--- config.mk ---
export PLATFORM = sky130hd
export DESIGN_NAME = egress_collector
export DESIGN_NICKNAME = d
export VERILOG_FILES = /design/src/rtl/egress_collector.sv
export SDC_FILE = /design/constraint.sdc
export NUM_CORES = 1
export LEC_CHECK = 0
export ABC_CLOCK_PERIOD_IN_PS = 2500
export CAP_MARGIN = 20
export CORE_ASPECT_RATIO = 0.75
export CORE_MARGIN = 5
export CORE_UTILIZATION = 40
export CTS_BUF_LIST = sky130_fd_sc_hd__clkbuf_2 sky130_fd_sc_hd__clkbuf_4 sky130_fd_sc_hd__clkbuf_8
export CTS_CLUSTER_DIAMETER = 40
export DETAILED_ROUTE_END_ITERATION = 8
export GPL_TIMING_DRIVEN = 0
export PLACE_DENSITY = 0.7
export SLEW_MARGIN = 20
export SYNTH_ARGS = -nofsm -noshare
export SYNTH_HDL_FRONTEND = slang
export SYNTH_SLANG_ARGS = --single-unit
--- constraint.sdc ---
create_clock -name clk -period 2.5 [get_ports clk]
set_input_delay 0.25 -clock clk [delete_from_list [all_inputs] [get_ports clk]]
set_output_delay 0.25 -clock clk [all_outputs]
set_load 0.02 [all_outputs]
--- src/rtl/egress_collector.sv ---
// egress_collector: drains fabric FIFO4..FIFO7 onto one tagged valid/ready
// stream with round-robin arbitration and per-port saturating word counters.
//
// Ports:
//   clk, reset            clock; synchronous active-low reset
//   fifo4_out..fifo7_out  FIFO read data, valid the cycle after its pop
//   fifo_empty[3:0]       empty flags, bit0=FIFO4 .. bit3=FIFO7
//   enable                allow new grants (a word in progress always completes)
//   pop4..pop7            one-cycle pop strobes
//   out_data/out_port     collected word and its source port (0=FIFO4)
//   out_valid/out_ready   output handshake
//   cnt_clear             clear all word counters (beats a same-cycle increment)
//   cnt_sel/cnt_value     combinational read of one word counter
module egress_collector #(
    parameter int DATA_W = 10,
    parameter int CNT_W  = 8
) (
    input  logic              clk,
    input  logic              reset,
    input  logic [DATA_W-1:0] fifo4_out,
    input  logic [DATA_W-1:0] fifo5_out,
    input  logic [DATA_W-1:0] fifo6_out,
    input  logic [DATA_W-1:0] fifo7_out,
    input  logic [3:0]        fifo_empty,
    input  logic              enable,
    output logic              pop4,
    output logic              pop5,
    output logic              pop6,
    output logic              pop7,
    output logic [DATA_W-1:0] out_data,
    output logic [1:0]        out_port,
    output logic              out_valid,
    input  logic              out_ready,
    input  logic              cnt_clear,
    input  logic [1:0]        cnt_sel,
    output logic [CNT_W-1:0]  cnt_value
);

    typedef enum logic [1:0] {
        S_IDLE,
        S_POP,
        S_WAIT,
        S_SEND
    } state_t;

    state_t            r_state;
    state_t            w_next;
    logic [1:0]        r_grant;
    logic [1:0]        r_rr;
    logic [1:0]        r_port;
    logic [DATA_W-1:0] r_data;
    logic              r_valid;
    logic [CNT_W-1:0]  r_cnt [4];

    logic [1:0]        w_start;
    logic [1:0]        w_pick;
    logic              w_any;
    logic              w_hs;
    logic              w_take;
    logic [DATA_W-1:0] w_fifo_data;

    assign w_any = ~&fifo_empty;
    assign w_hs  = (r_state == S_SEND) && out_ready;

    // On a handshake rr is only updated at the edge, so the search for the
    // next grant made in the same cycle starts from grant+1 directly.
    assign w_start = (r_state == S_SEND) ? r_grant + 2'd1 : r_rr;

    // Descending scan so the smallest offset from w_start wins.
    always_comb begin
        w_pick = w_start;
        for (int k = 3; k >= 0; k--) begin
            if (!fifo_empty[w_start + 2'(k)]) begin
                w_pick = w_start + 2'(k);
            end
        end
    end

    always_ff @(posedge clk) begin
        if (!reset) begin
            r_state <= S_IDLE;
        end else begin
            r_state <= w_next;
        end
    end

    always_comb begin
        w_next = r_state;
        w_take = 1'b0;
        unique case (r_state)
            S_IDLE: begin
                if (enable && w_any) begin
                    w_next = S_POP;
                    w_take = 1'b1;
                end
            end
            S_POP:  w_next = S_WAIT;
            S_WAIT: w_next = S_SEND;
            S_SEND: begin
                if (out_ready) begin
                    if (enable && w_any) begin
                        w_next = S_POP;
                        w_take = 1'b1;
                    end else begin
                        w_next = S_IDLE;
                    end
                end
            end
            default: w_next = S_IDLE;
        endcase
    end

    always_comb begin
        w_fifo_data = fifo4_out;
        unique case (r_grant)
            2'd0: w_fifo_data = fifo4_out;
            2'd1: w_fifo_data = fifo5_out;
            2'd2: w_fifo_data = fifo6_out;
            2'd3: w_fifo_data = fifo7_out;
            default: w_fifo_data = fifo4_out;
        endcase
    end

    always_ff @(posedge clk) begin
        if (!reset) begin
            r_grant <= 2'd0;
            r_rr    <= 2'd0;
            r_port  <= 2'd0;
            r_data  <= '0;
            r_valid <= 1'b0;
        end else begin
            if (w_take) begin
                r_grant <= w_pick;
            end
            if (r_state == S_WAIT) begin
                r_data  <= w_fifo_data;
                r_port  <= r_grant;
                r_valid <= 1'b1;
            end
            if (w_hs) begin
                r_valid <= 1'b0;
                r_rr    <= r_grant + 2'd1;
            end
        end
    end

    always_ff @(posedge clk) begin
        if (!reset) begin
            for (int i = 0; i < 4; i++) begin
                r_cnt[i] <= '0;
            end
        end else begin
            for (int i = 0; i < 4; i++) begin
                if (cnt_clear) begin
                    r_cnt[i] <= '0;
                end else if (w_hs && r_grant == 2'(i) && r_cnt[i] != '1) begin
                    r_cnt[i] <= r_cnt[i] + CNT_W'(1);
                end
            end
        end
    end

    assign pop4      = (r_state == S_POP) && (r_grant == 2'd0);
    assign pop5      = (r_state == S_POP) && (r_grant == 2'd1);
    assign pop6      = (r_state == S_POP) && (r_grant == 2'd2);
    assign pop7      = (r_state == S_POP) && (r_grant == 2'd3);
    assign out_data  = r_data;
    assign out_port  = r_port;
    assign out_valid = r_valid;
    assign cnt_value = r_cnt[cnt_sel];

endmodule

==> impl_metrics.tcl <==
set metrics [dict create \
    status "completed" \
    critPathRequiredTime_ns 2.25 \
    seqCellArea_sq_mm 0.001341 \
    post-route-util 0.5408 \
    switching_share 0.3425 \
    crit_type "register to output port" \
    p_leak_nw 1.409 \
    tns_ns 0 \
    cts_tree "yes" \
    setup_viol 0 \
    start_util 0.4139 \
    layout-drive-gt1-share 0.06897 \
    diodes 0 \
    tightest_slew_ns 0.4779 \
    cp_slowest_cell "clkdlybuf4s50_1" \
    vias 2445 \
    grt.total_usage 0.1535 \
    max_stage_delay_ns 0.61 \
    synth.distinct_cells 36 \
    end_kind "output port" \
    p_int_mw 1.609 \
    worstPathArrival_ns 2.09 \
    io_pins 76 \
    gp_congestion 0.7505 \
    peakVddDrop_mv 0.3790 \
    path_max_fanout 12 \
    grt_max_degree 16 \
    ys_ff_latch 51 \
    cts.htree.levels 2 \
    fin_hold_ws_ns 0.5133 \
    synth_nets 365 \
    cp-start-kind "register" \
    cts_sinks 51 \
    hold_viol 0 \
    seqPwrFrac 0.432 \
    hold_class "register to register" \
    clock_latency_ns 0.30 \
    cts_made_buffers 5 \
    pre_cts_slack_ns 0.1116 \
    grt_pass1_vias 2445 \
    fmax_mhz 427.2 \
    layout.cells.non_filler 478 \
    ys.flop_type "edfxtp_1" \
    slew_viol_final 0 \
    antenna_found_initial 0 \
    place_inst 473 \
    wl_per_cell_um 15.40 \
    fin_worst_skew_ns 0.003506 \
    power.total_mw 2.447 \
    synth_top_cell_by_area "edfxtp_1" \
    clkPwrFrac 0.187 \
    syn_inst 299 \
    design_area_sq_mm 0.003983 \
    p_sw_uw 837.9 \
    core_area_sq_mm 0.007365 \
    p_per_area_mw_per_mm2 614.3 \
    crit_buf_inv 1 \
    min_period_ns 2.341 \
    yosysWarnings 0 \
    dr.pass1.iters 5 \
    multiInputGateArea_sq_mm 0.001623 \
    ant_nets 0 \
    vias_per_cell 5.115 \
    rsz0062_at_grt "false" \
    synth.avg_cell_area_sq_um 10.19 \
    row_count 27 \
    grt_overflow 0 \
    fin_nets 442 \
    cp_top_family "buffers and inverters" \
    die_area_sq_mm 0.009484 \
    synthArstFlopShare 0 \
    syn-cell-area_sq_mm 0.003048 \
    post-cts-setup-buffer-count 0 \
    area_delta_synth_final_pct 30.67 \
    post_dp_cell_area_sq_mm 0.003905 \
    path_cells "ha_1 -> and2_1 -> clkdlybuf4s50_1" \
    hpwl_mm 5.891 \
    grt_pass1_wl_mm 11.96 \
    cts.clk_slew.worst_paths_ns 0.09 \
    slew_headroom 0.6814 \
    period_share 0.9364 \
    drt-total-wl_mm 7.362 \
    remaining_drc_errors 0 \
    ctsLongestPathBuffers 2 \
    fp.dieW_um 110.8 \
    synthTopCellsByArea "edfxtp_1 32%, dfxtp_1 12%, ha_1 6.2%" \
    fin_ws_ns 0.1591 \
    synth_top_area_frac 0.3153 \
    cts_root_buffer "clkbuf_8" \
    drtIter0Drc 136 \
    ys_seq_area_frac 0.4401 \
    power_frac_comb 0.380 \
    synth_edf_count 32 \
    num-fill-cells 690 \
    max_cap_violations 0 \
    io_buffers 73 \
    die_h_um 85.60 \
]
## what timing repair did
action,4_1_cts,5_1_grt
hold buffers,0,0
endpoints found under the setup margin,3,2
resized for setup,0,2
## kinds of logic after synthesis
kind of cell    count (synthesis)  synth area share
simple gates                  124            0.1929
flops                          51            0.4401
compound gates                 42           0.09811
xor+xnor                       24           0.06897
mux                            22            0.1092
buf+inv                        21           0.02915
fa+ha+maj                      15           0.06158
## cell type report
cell class,instances,area share
clock buffer,5,0.01728
sequential,51,0.3368
clock inverter,3,0.003770
timing repair buffer,73,0.1835
multi-input combinational,227,0.4075
inverter,8,0.007540
buffer,10,0.01194
tap,101,0.03173
## routing by layer
| layer | vias up | track usage | wire [um] |
|---|---|---|---|
| met5 | - | 0 | 0 |
| met4 | 0 | 0.03356 | 48 |
| met3 | 7 | 0.02539 | 256 |
| met2 | 46 | 0.2610 | 3649 |
| met1 | 1162 | 0.2077 | 3407 |
| li1 | 1230 | - | - |
## layout by cell type (no fill, tap or decap), types with 2 or more instances in the layout
cell type | Yosys | layout
clkdlybuf4s50_1 | 0 | 73
nor2_1 | 37 | 37
nand2_1 | 33 | 33
edfxtp_1 | 32 | 32
dfxtp_1 | 19 | 19
nand3_1 | 17 | 17
o21ai_0 | 15 | 15
nor2b_1 | 15 | 15
xor2_1 | 15 | 15
mux2i_1 | 13 | 13
ha_1 | 15 | 13
a222oi_1 | 10 | 10
xnor2_1 | 9 | 9
inv_1 | 8 | 8
mux4_2 | 8 | 8
clkbuf_1 | 10 | 7
a21oi_1 | 7 | 7
and2_1 | 6 | 6
clkbuf_8 | 0 | 5
and3_1 | 4 | 4
nand4_1 | 3 | 3
a21boi_0 | 3 | 3
clkinv_2 | 0 | 3
buf_2 | 2 | 2
a31o_2 | 2 | 2
or2_2 | 2 | 2
nand2b_1 | 2 | 2
ha_2 | 0 | 2
## worst register-to-register path: stages (launching register included)
cell,delay [ns]
dfxtp_1,0.48
ha_1,0.51
nand3_1,0.39
nand2_1,0.39
## state kept, by name, summed over array words and instances (netlist names)
signal	cells
r_rr	2
out_data	10
out_port	2
r_state	2
r_grant	2
out_valid	1
r_cnt	32
## cell usage after synthesis, drive strengths merged, types with 6 or more instances
library cell	n
nor2	37
nand2	33
edfxtp	32
dfxtp	19
nand3	17
ha	15
nor2b	15
o21ai	15
xor2	15
mux2i	14
a222oi	10
clkbuf	10
xnor2	9
inv	8
mux4	8
a21oi	7
and2	6
## final timing paths
path	slack (ns)	endpoint	cells past startpoint	start
max	0.16	pop7	3	r_grant[0]$_SDFFE_PN0P_
min	0.51	r_rr[1]$_SDFFE_PN0N_	2	r_rr[1]$_SDFFE_PN0N_
max reg2reg	0.41	r_cnt[3][6]$_SDFFCE_PN0P_	3	r_grant[0]$_SDFFE_PN0P_
min reg2reg	0.51	r_rr[1]$_SDFFE_PN0N_	2	r_rr[1]$_SDFFE_PN0N_
## power groups by stage
stage | Combinational, mW | Sequential [mW] | Clock (mW)
floorplan | 0.557 | 1.10 | 0
global placement | 0.921 | 1.07 | 0
detailed placement | 0.932 | 1.08 | 0
CTS | 0.932 | 1.06 | 0.470
global route | 1.03 | 1.08 | 0.505
finish | 0.931 | 1.06 | 0.458
(Power assumes the default switching activity.)
